--- src/rtl/preproc_stream_reader_pkg.sv ---
// Shared definitions for the pre-processing plane reader: default geometry,
// controller states and the field layout of one output beat.
package preproc_stream_reader_pkg;

    localparam int DEF_IMG_W  = 128;
    localparam int DEF_IMG_H  = 128;
    localparam int DEF_ADDR_W = 14;
    localparam int DEF_DATA_W = 8;
    localparam int DEF_PAD    = 1;

    localparam int COORD_W = 8;

    // Beat layout, LSB first: last flag, column, row, then the three samples.
    localparam int OFF_LAST = 0;
    localparam int OFF_COL  = OFF_LAST + 1;
    localparam int OFF_ROW  = OFF_COL + COORD_W;
    localparam int OFF_DATA = OFF_ROW + COORD_W;

    typedef enum logic [1:0] {
        IDLE  = 2'd0,
        RUN   = 2'd1,
        DRAIN = 2'd2,
        DONE  = 2'd3
    } state_t;

    function automatic int beat_w(input int data_w);
        return OFF_DATA + 3 * data_w;
    endfunction

endpackage

--- src/rtl/preproc_stream_reader_skid_buf.sv ---
// Two-entry valid/ready buffer with an empty-and-ready bypass, so an entry
// arriving at an idle output is presented in the same cycle.
module stream_skid_buf #(
    parameter int WIDTH = 41
) (
    input  logic             clk,
    input  logic             rst,
    input  logic             in_valid,
    input  logic [WIDTH-1:0] in_data,
    output logic             out_valid,
    input  logic             out_ready,
    output logic [WIDTH-1:0] out_data,
    output logic [1:0]       level
);

    logic [WIDTH-1:0] mem [2];
    logic             head;
    logic [1:0]       cnt;
    logic             push;
    logic             pop_mem;
    logic             tail;

    assign level     = cnt;
    assign out_valid = (cnt != 2'd0) || in_valid;
    assign out_data  = (cnt != 2'd0) ? mem[head] : in_data;
    assign pop_mem   = (cnt != 2'd0) && out_ready;
    // The upstream credit check guarantees a free slot whenever push is high.
    assign push      = in_valid && !((cnt == 2'd0) && out_ready);
    assign tail      = head ^ cnt[0];

    always_ff @(posedge clk or posedge rst) begin
        if (rst) begin
            cnt  <= 2'd0;
            head <= 1'b0;
        end else begin
            cnt <= cnt + {1'b0, push} - {1'b0, pop_mem};
            if (pop_mem) begin
                head <= ~head;
            end
        end
    end

    always_ff @(posedge clk) begin
        if (push) begin
            mem[tail] <= in_data;
        end
    end

endmodule

--- src/rtl/preproc_stream_reader.sv ---
// Streams the three int8 pre-processed planes as one {ch6,ch5,ch4} beat per
// pixel in raster order, optionally framed by a zero border.
module preproc_stream_reader
    import preproc_stream_reader_pkg::*;
#(
    parameter int IMG_W  = DEF_IMG_W,
    parameter int IMG_H  = DEF_IMG_H,
    parameter int ADDR_W = DEF_ADDR_W,
    parameter int DATA_W = DEF_DATA_W,
    parameter int PAD    = DEF_PAD
) (
    input  logic                  clk,
    input  logic                  rst,
    input  logic                  start,
    output logic                  rd_en,
    output logic [ADDR_W-1:0]     rd_addr,
    input  logic [DATA_W-1:0]     rd_data_ch4,
    input  logic [DATA_W-1:0]     rd_data_ch5,
    input  logic [DATA_W-1:0]     rd_data_ch6,
    output logic                  m_valid,
    input  logic                  m_ready,
    output logic [3*DATA_W-1:0]   m_data,
    output logic [7:0]            m_row,
    output logic [7:0]            m_col,
    output logic                  m_last,
    output logic                  busy,
    output logic                  done
);

    localparam int BEAT_W = beat_w(DATA_W);
    localparam logic [COORD_W-1:0] LAST_ROW = COORD_W'(IMG_H + 2 * PAD - 1);
    localparam logic [COORD_W-1:0] LAST_COL = COORD_W'(IMG_W + 2 * PAD - 1);

    // Border beats carry zero, not the most negative sample.
    function automatic logic [3*DATA_W-1:0] stage1_sample(
        input logic                     is_pad,
        input logic signed [DATA_W-1:0] c4,
        input logic signed [DATA_W-1:0] c5,
        input logic signed [DATA_W-1:0] c6
    );
        return is_pad ? '0 : {c6, c5, c4};
    endfunction

    state_t               state;
    logic [COORD_W-1:0]   pr_p0;
    logic [COORD_W-1:0]   pc_p0;
    logic                 pad_p0;
    logic                 last_p0;
    logic                 issue;
    logic [1:0]           occ;
    logic [1:0]           level;

    logic                 vld_p1;
    logic                 pad_p1;
    logic                 last_p1;
    logic [COORD_W-1:0]   row_p1;
    logic [COORD_W-1:0]   col_p1;
    logic signed [DATA_W-1:0] ch4_p1;
    logic signed [DATA_W-1:0] ch5_p1;
    logic signed [DATA_W-1:0] ch6_p1;

    logic [BEAT_W-1:0]    beat_in;
    logic [BEAT_W-1:0]    beat_out;

    // ---- stage 0: coordinate issue ----
    assign pad_p0  = (PAD != 0) &&
                     ((pr_p0 == '0) || (pr_p0 == LAST_ROW) ||
                      (pc_p0 == '0) || (pc_p0 == LAST_COL));
    assign last_p0 = (pr_p0 == LAST_ROW) && (pc_p0 == LAST_COL);
    // Buffered plus in-flight entries never exceed the two skid slots.
    assign occ     = level + {1'b0, vld_p1};
    assign issue   = (state == RUN) && (occ < 2'd2);
    assign rd_en   = issue && !pad_p0;

    always_ff @(posedge clk or posedge rst) begin
        if (rst) begin
            state   <= IDLE;
            busy    <= 1'b0;
            done    <= 1'b0;
            pr_p0   <= '0;
            pc_p0   <= '0;
            rd_addr <= '0;
            vld_p1  <= 1'b0;
        end else begin
            vld_p1 <= issue;
            case (state)
                IDLE, DONE: begin
                    if (start) begin
                        state   <= RUN;
                        busy    <= 1'b1;
                        done    <= 1'b0;
                        pr_p0   <= '0;
                        pc_p0   <= '0;
                        rd_addr <= '0;
                    end
                end
                RUN: begin
                    if (issue) begin
                        if (rd_en) begin
                            rd_addr <= rd_addr + ADDR_W'(1);
                        end
                        if (last_p0) begin
                            state <= DRAIN;
                        end else if (pc_p0 == LAST_COL) begin
                            pc_p0 <= '0;
                            pr_p0 <= pr_p0 + COORD_W'(1);
                        end else begin
                            pc_p0 <= pc_p0 + COORD_W'(1);
                        end
                    end
                end
                DRAIN: begin
                    if (m_valid && m_ready && m_last) begin
                        state <= DONE;
                        busy  <= 1'b0;
                        done  <= 1'b1;
                    end
                end
                default: state <= IDLE;
            endcase
        end
    end

    // ---- stage 1: RAM data returns alongside the issued coordinate ----
    always_ff @(posedge clk) begin
        if (issue) begin
            pad_p1  <= pad_p0;
            last_p1 <= last_p0;
            row_p1  <= pr_p0;
            col_p1  <= pc_p0;
        end
    end

    assign ch4_p1  = rd_data_ch4;
    assign ch5_p1  = rd_data_ch5;
    assign ch6_p1  = rd_data_ch6;
    assign beat_in = vld_p1 ? {stage1_sample(pad_p1, ch4_p1, ch5_p1, ch6_p1),
                               row_p1, col_p1, last_p1}
                            : '0;

    // ---- stage 2: skid buffer to the output port ----
    stream_skid_buf #(
        .WIDTH(BEAT_W)
    ) u_skid (
        .clk      (clk),
        .rst      (rst),
        .in_valid (vld_p1),
        .in_data  (beat_in),
        .out_valid(m_valid),
        .out_ready(m_ready),
        .out_data (beat_out),
        .level    (level)
    );

    assign m_data = beat_out[OFF_DATA +: 3*DATA_W];
    assign m_row  = beat_out[OFF_ROW +: COORD_W];
    assign m_col  = beat_out[OFF_COL +: COORD_W];
    assign m_last = beat_out[OFF_LAST];

endmodule

--- config.mk ---
export PLATFORM = sky130hd
export DESIGN_NAME = preproc_stream_reader
export DESIGN_NICKNAME = d
export VERILOG_FILES = /design/src/rtl/preproc_stream_reader_pkg.sv /design/src/rtl/preproc_stream_reader_skid_buf.sv /design/src/rtl/preproc_stream_reader.sv
export SDC_FILE = /design/constraint.sdc
export NUM_CORES = 1
export LEC_CHECK = 0
export CAP_MARGIN = 20
export CORE_MARGIN = 2
export CORE_UTILIZATION = 44
export DETAILED_ROUTE_END_ITERATION = 12
export PLACE_DENSITY = 0.76
export SLEW_MARGIN = 20
export SYNTH_ARGS = -nofsm -noshare
export SYNTH_HDL_FRONTEND = slang
export SYNTH_SLANG_ARGS = --single-unit
--- constraint.sdc ---
create_clock -name clk -period 4.8 [get_ports clk]
set_input_delay 0.48 -clock clk [delete_from_list [all_inputs] [get_ports clk]]
set_output_delay 0.48 -clock clk [all_outputs]
set_load 0.02 [all_outputs]
==> impl_results.rst <==
.. list-table::
   :header-rows: 1

   * - Metric
     - Value
   * - Status
     - complete, no violations
   * - Maximum fanout along the worst path
     - 44
   * - Area growth syn-to-layout
     - 24.9%
   * - Fin Setup TNS
     - 0 ns
   * - Worst EP required
     - 4.32 ns
   * - Combinational share of power
     - 0.408
   * - Final global-route overflow total
     - 0
   * - Top-level port count
     - 87
   * - Ratio of cells with drive above 1 in the final layout
     - 0.0793
   * - Hold/Removal Path Class
     - in -> async
   * - Async set-reset flop share out of synthesis
     - 0.275
   * - Multi-input combinational cell area
     - 2410 um^2
   * - Post-synth EDFFs
     - 100
   * - Switching share of power
     - 0.368
   * - Internal
     - 3350 uW
   * - Total of buffers placed on input and output ports
     - 86
   * - Clock power share
     - 0.243
   * - Kind of capture point of the worst setup path
     - output pin
   * - Number of max-cap violations
     - 0
   * - Sequential cell area fraction in the yosys report
     - 0.607
   * - Wire length of the first global-routing pass
     - 22800 um
   * - CTS Hold Buffers Added
     - 0
   * - Syn Nets
     - 588
   * - Worst-path clk slew
     - 0.05 ns
   * - Power per standard cell area
     - 651 nW/um^2
   * - Startpoint of the worst register-to-register path
     - state[1]
   * - Worst Setup Path Type
     - reg -> out
   * - Number of global-route vias before repair
     - 4568
   * - Standard-cell rows
     - 44
   * - Static leakage
     - 0.00300 uW
   * - Clock sink total
     - 138
   * - Transition at the pin with the smallest max-transition slack
     - 1.02 ns
   * - Leading cell type in the layout, fill and taps excluded
     - sky130_fd_sc_hd__edfxtp_1
   * - DRC errors left
     - 0
   * - Core box area
     - 14500 um^2
   * - Worst slew slack as a fraction of its limit
     - 0.321
   * - Via count of the routed design
     - 4607
   * - Ratio of routed vias to standard cells
     - 5.57
   * - Sequential share of power
     - 0.349
   * - Upper clock frequency limit
     - 291 MHz
   * - Die Area
     - 15800 um^2
   * - Leading cell types in the layout, fill and taps excluded
     - sky130_fd_sc_hd__edfxtp_1 (100), sky130_fd_sc_hd__clkdlybuf4s50_1 (86), sky130_fd_sc_hd__nand2_1 (65)
   * - Period minus WS final
     - 3.44 ns
   * - Die Span X
     - 126 um
   * - Net total in the final layout
     - 670
   * - NetSw
     - 1950 uW
   * - Dominant register cell in the synthesized netlist
     - sky130_fd_sc_hd__edfxtp_1
   * - Number of fillers in the final layout
     - 1178
   * - Number of cell instances on the worst register-to-register path
     - 7
   * - Final HPWL DP
     - 8850 um
   * - Clock latency at the later pin of the worst-skew pair
     - 0.41 ns
   * - Synthesized instance count
     - 548
   * - Endpoint of the most critical register-to-register path
     - pr_p0[6]
   * - H-tree depth reported by CTS
     - 4
   * - Synthesized area per cell
     - 11.9 um^2
   * - Final Hold Vio Count
     - 0
   * - Synth unique cells
     - 60
   * - Total routing usage reported by global routing
     - 0.180
   * - # resized after CTS
     - 0
   * - Final worst-path cycle share
     - 0.716
   * - Data arrival time of the worst path
     - 2.96 ns
   * - Hold WS
     - 0.505 ns
   * - Library cell used as clock root buffer
     - sky130_fd_sc_hd__clkbuf_16
   * - Number of buffers created by CTS
     - 17
   * - Worst setup path startpoint
     - u_skid.level[0]
   * - Worst setup slack for register-to-register paths
     - 1.42 ns
   * - Number of buffers inserted by post-CTS setup repair
     - 0
   * - RSZ-0062 raised after global routing
     - false
   * - Max clock buf depth
     - 2
   * - Final setup violation count
     - 0
   * - Kind of launch point of the worst setup path
     - flop
   * - Die Y-Extent
     - 126 um
   * - Clock tree from TritonCTS
     - done
   * - Drt wl/cell
     - 16.6 um
   * - Register bit count reported by yosys
     - 138
   * - Pin count of the biggest net entering global routing
     - 45
   * - Remaining number of nets flagged by the antenna check after routing
     - 0
   * - Initial antenna violation count
     - 0
   * - YS warnings
     - 0
   * - Initial cell density of the core
     - 0.450
   * - Final antenna diode count
     - 0
   * - Initial DRC Count
     - 406
   * - Total iterations of the first detailed-routing run
     - 5
   * - Sequential cell area
     - 3960 um^2
   * - Final setup skew
     - 0.00772 ns
   * - Routability cong.
     - 0.871
   * - Largest vdd supply drop
     - 0.000350 V
   * - Cell area after synthesis
     - 6510 um^2
   * - Final Max Tran Viols
     - 0
   * - DRT Wirelength
     - 13700 um
==> synthesized netlist by cell type, drive strengths merged (4+ instances only) <==
| master | count | area share |
|---|---|---|
| a21oi | 17 | 0.014 |
| and2 | 42 | 0.040 |
| and3 | 6 | 0.0065 |
| and4b | 4 | 0.0061 |
| buf | 4 | 0.0038 |
| clkbuf | 25 | 0.014 |
| dfrtp | 38 | 0.15 |
| edfxtp | 100 | 0.46 |
| ha | 12 | 0.023 |
| inv | 14 | 0.0081 |
| mux2i | 45 | 0.069 |
| nand2 | 65 | 0.037 |
| nand3 | 16 | 0.012 |
| nand4 | 7 | 0.0067 |
| nor2 | 15 | 0.0090 |
| nor2b | 4 | 0.0038 |
| nor3 | 9 | 0.0077 |
| nor4 | 4 | 0.0048 |
| o211ai | 5 | 0.0058 |
| o21ai | 54 | 0.042 |
| o31ai | 8 | 0.0092 |
| or3 | 5 | 0.0048 |
| or4 | 9 | 0.010 |
| xnor2 | 6 | 0.0081 |
==> worst max path at each step <==
stage / end / slack [ns] / cells after the start
floorplan: u_skid.mem[1][0] / 1.51 / 5
global placement: pc_p0[5] / 1.75 / 7
detailed placement: pr_p0[6] / 1.53 / 7
CTS: m_row[7] / 1.32 / 5
global route: m_data[11] / 1.18 / 5
finish: m_last / 1.36 / 4
==> final cells by class <==
class	instances	area share
inverters	14	0.00646
multi-input cells	367	0.296
well taps	184	0.0283
clock inverters	10	0.0154
clock buffers	22	0.0570
flip-flops and latches	138	0.486
repair buffers	92	0.111
==> through the flow <==
stage          power (uW)  instances  area, um^2  worst slack (ns)  utilization
2_1_floorplan        3190        548        6520              1.51            -
3_3_place_gp         3970        795        7550              1.75        0.521
3_5_place_dp         4040        795        7550              1.53        0.521
4_1_cts              5340        827        8140              1.32        0.562
5_1_grt              5600        827        8140              1.18        0.562
6_report             5300        827        8140              1.36        0.562
==> power by group through the flow <==
stage          registers (uW)  clock network, uW  logic [uW]
6_report                 1850               1290        2160
5_1_grt                  1890               1370        2340
4_1_cts                  1860               1310        2170
3_5_place_dp             1870                  0        2160
3_3_place_gp             1860                  0        2100
2_1_floorplan            1790                  0        1400
==> kinds of logic (layout without fill, tap and decap cells) <==
logic type               after synthesis  after routing  synth area share
adder cells (fa/ha/maj)               12             12            0.0230
XOR/XNOR                               7              7           0.00941
buffers and inverters                 43            138            0.0263
AO/OA/AOI/OAI                        104            104            0.0972
AND/OR/NAND/NOR                      197            197             0.164
multiplexers                          47             47            0.0732
flip-flops                           138            138             0.607
==> critical path, stage by stage, from the launching register on <==
cell,delay [ns]
sky130_fd_sc_hd__dfrtp_1,0.47
sky130_fd_sc_hd__nor2_4,0.65
sky130_fd_sc_hd__buf_4,0.49
sky130_fd_sc_hd__o21a_1,0.29
sky130_fd_sc_hd__clkdlybuf4s50_1,0.64
==> state kept, by name (all words and copies together), names as in the netlist <==
name,cells
u_skid.mem,82
rd_addr,14
col_p1,8
pc_p0,8
pr_p0,8
row_p1,8
state,2
u_skid.level,2
busy,1
done,1
last_p1,1
pad_p1,1
u_skid.head,1
vld_p1,1
==> layer usage <==
layer  vias to the layer above  GRT usage  wire (um)
met4                         0     0.0712        284
met5                         -          0          0
met2                       181      0.283       6490
li1                       2190          -          -
met3                        26     0.0489        876
met1                      2210      0.240       6040
Note: power is estimated with default switching activity, not from simulation.
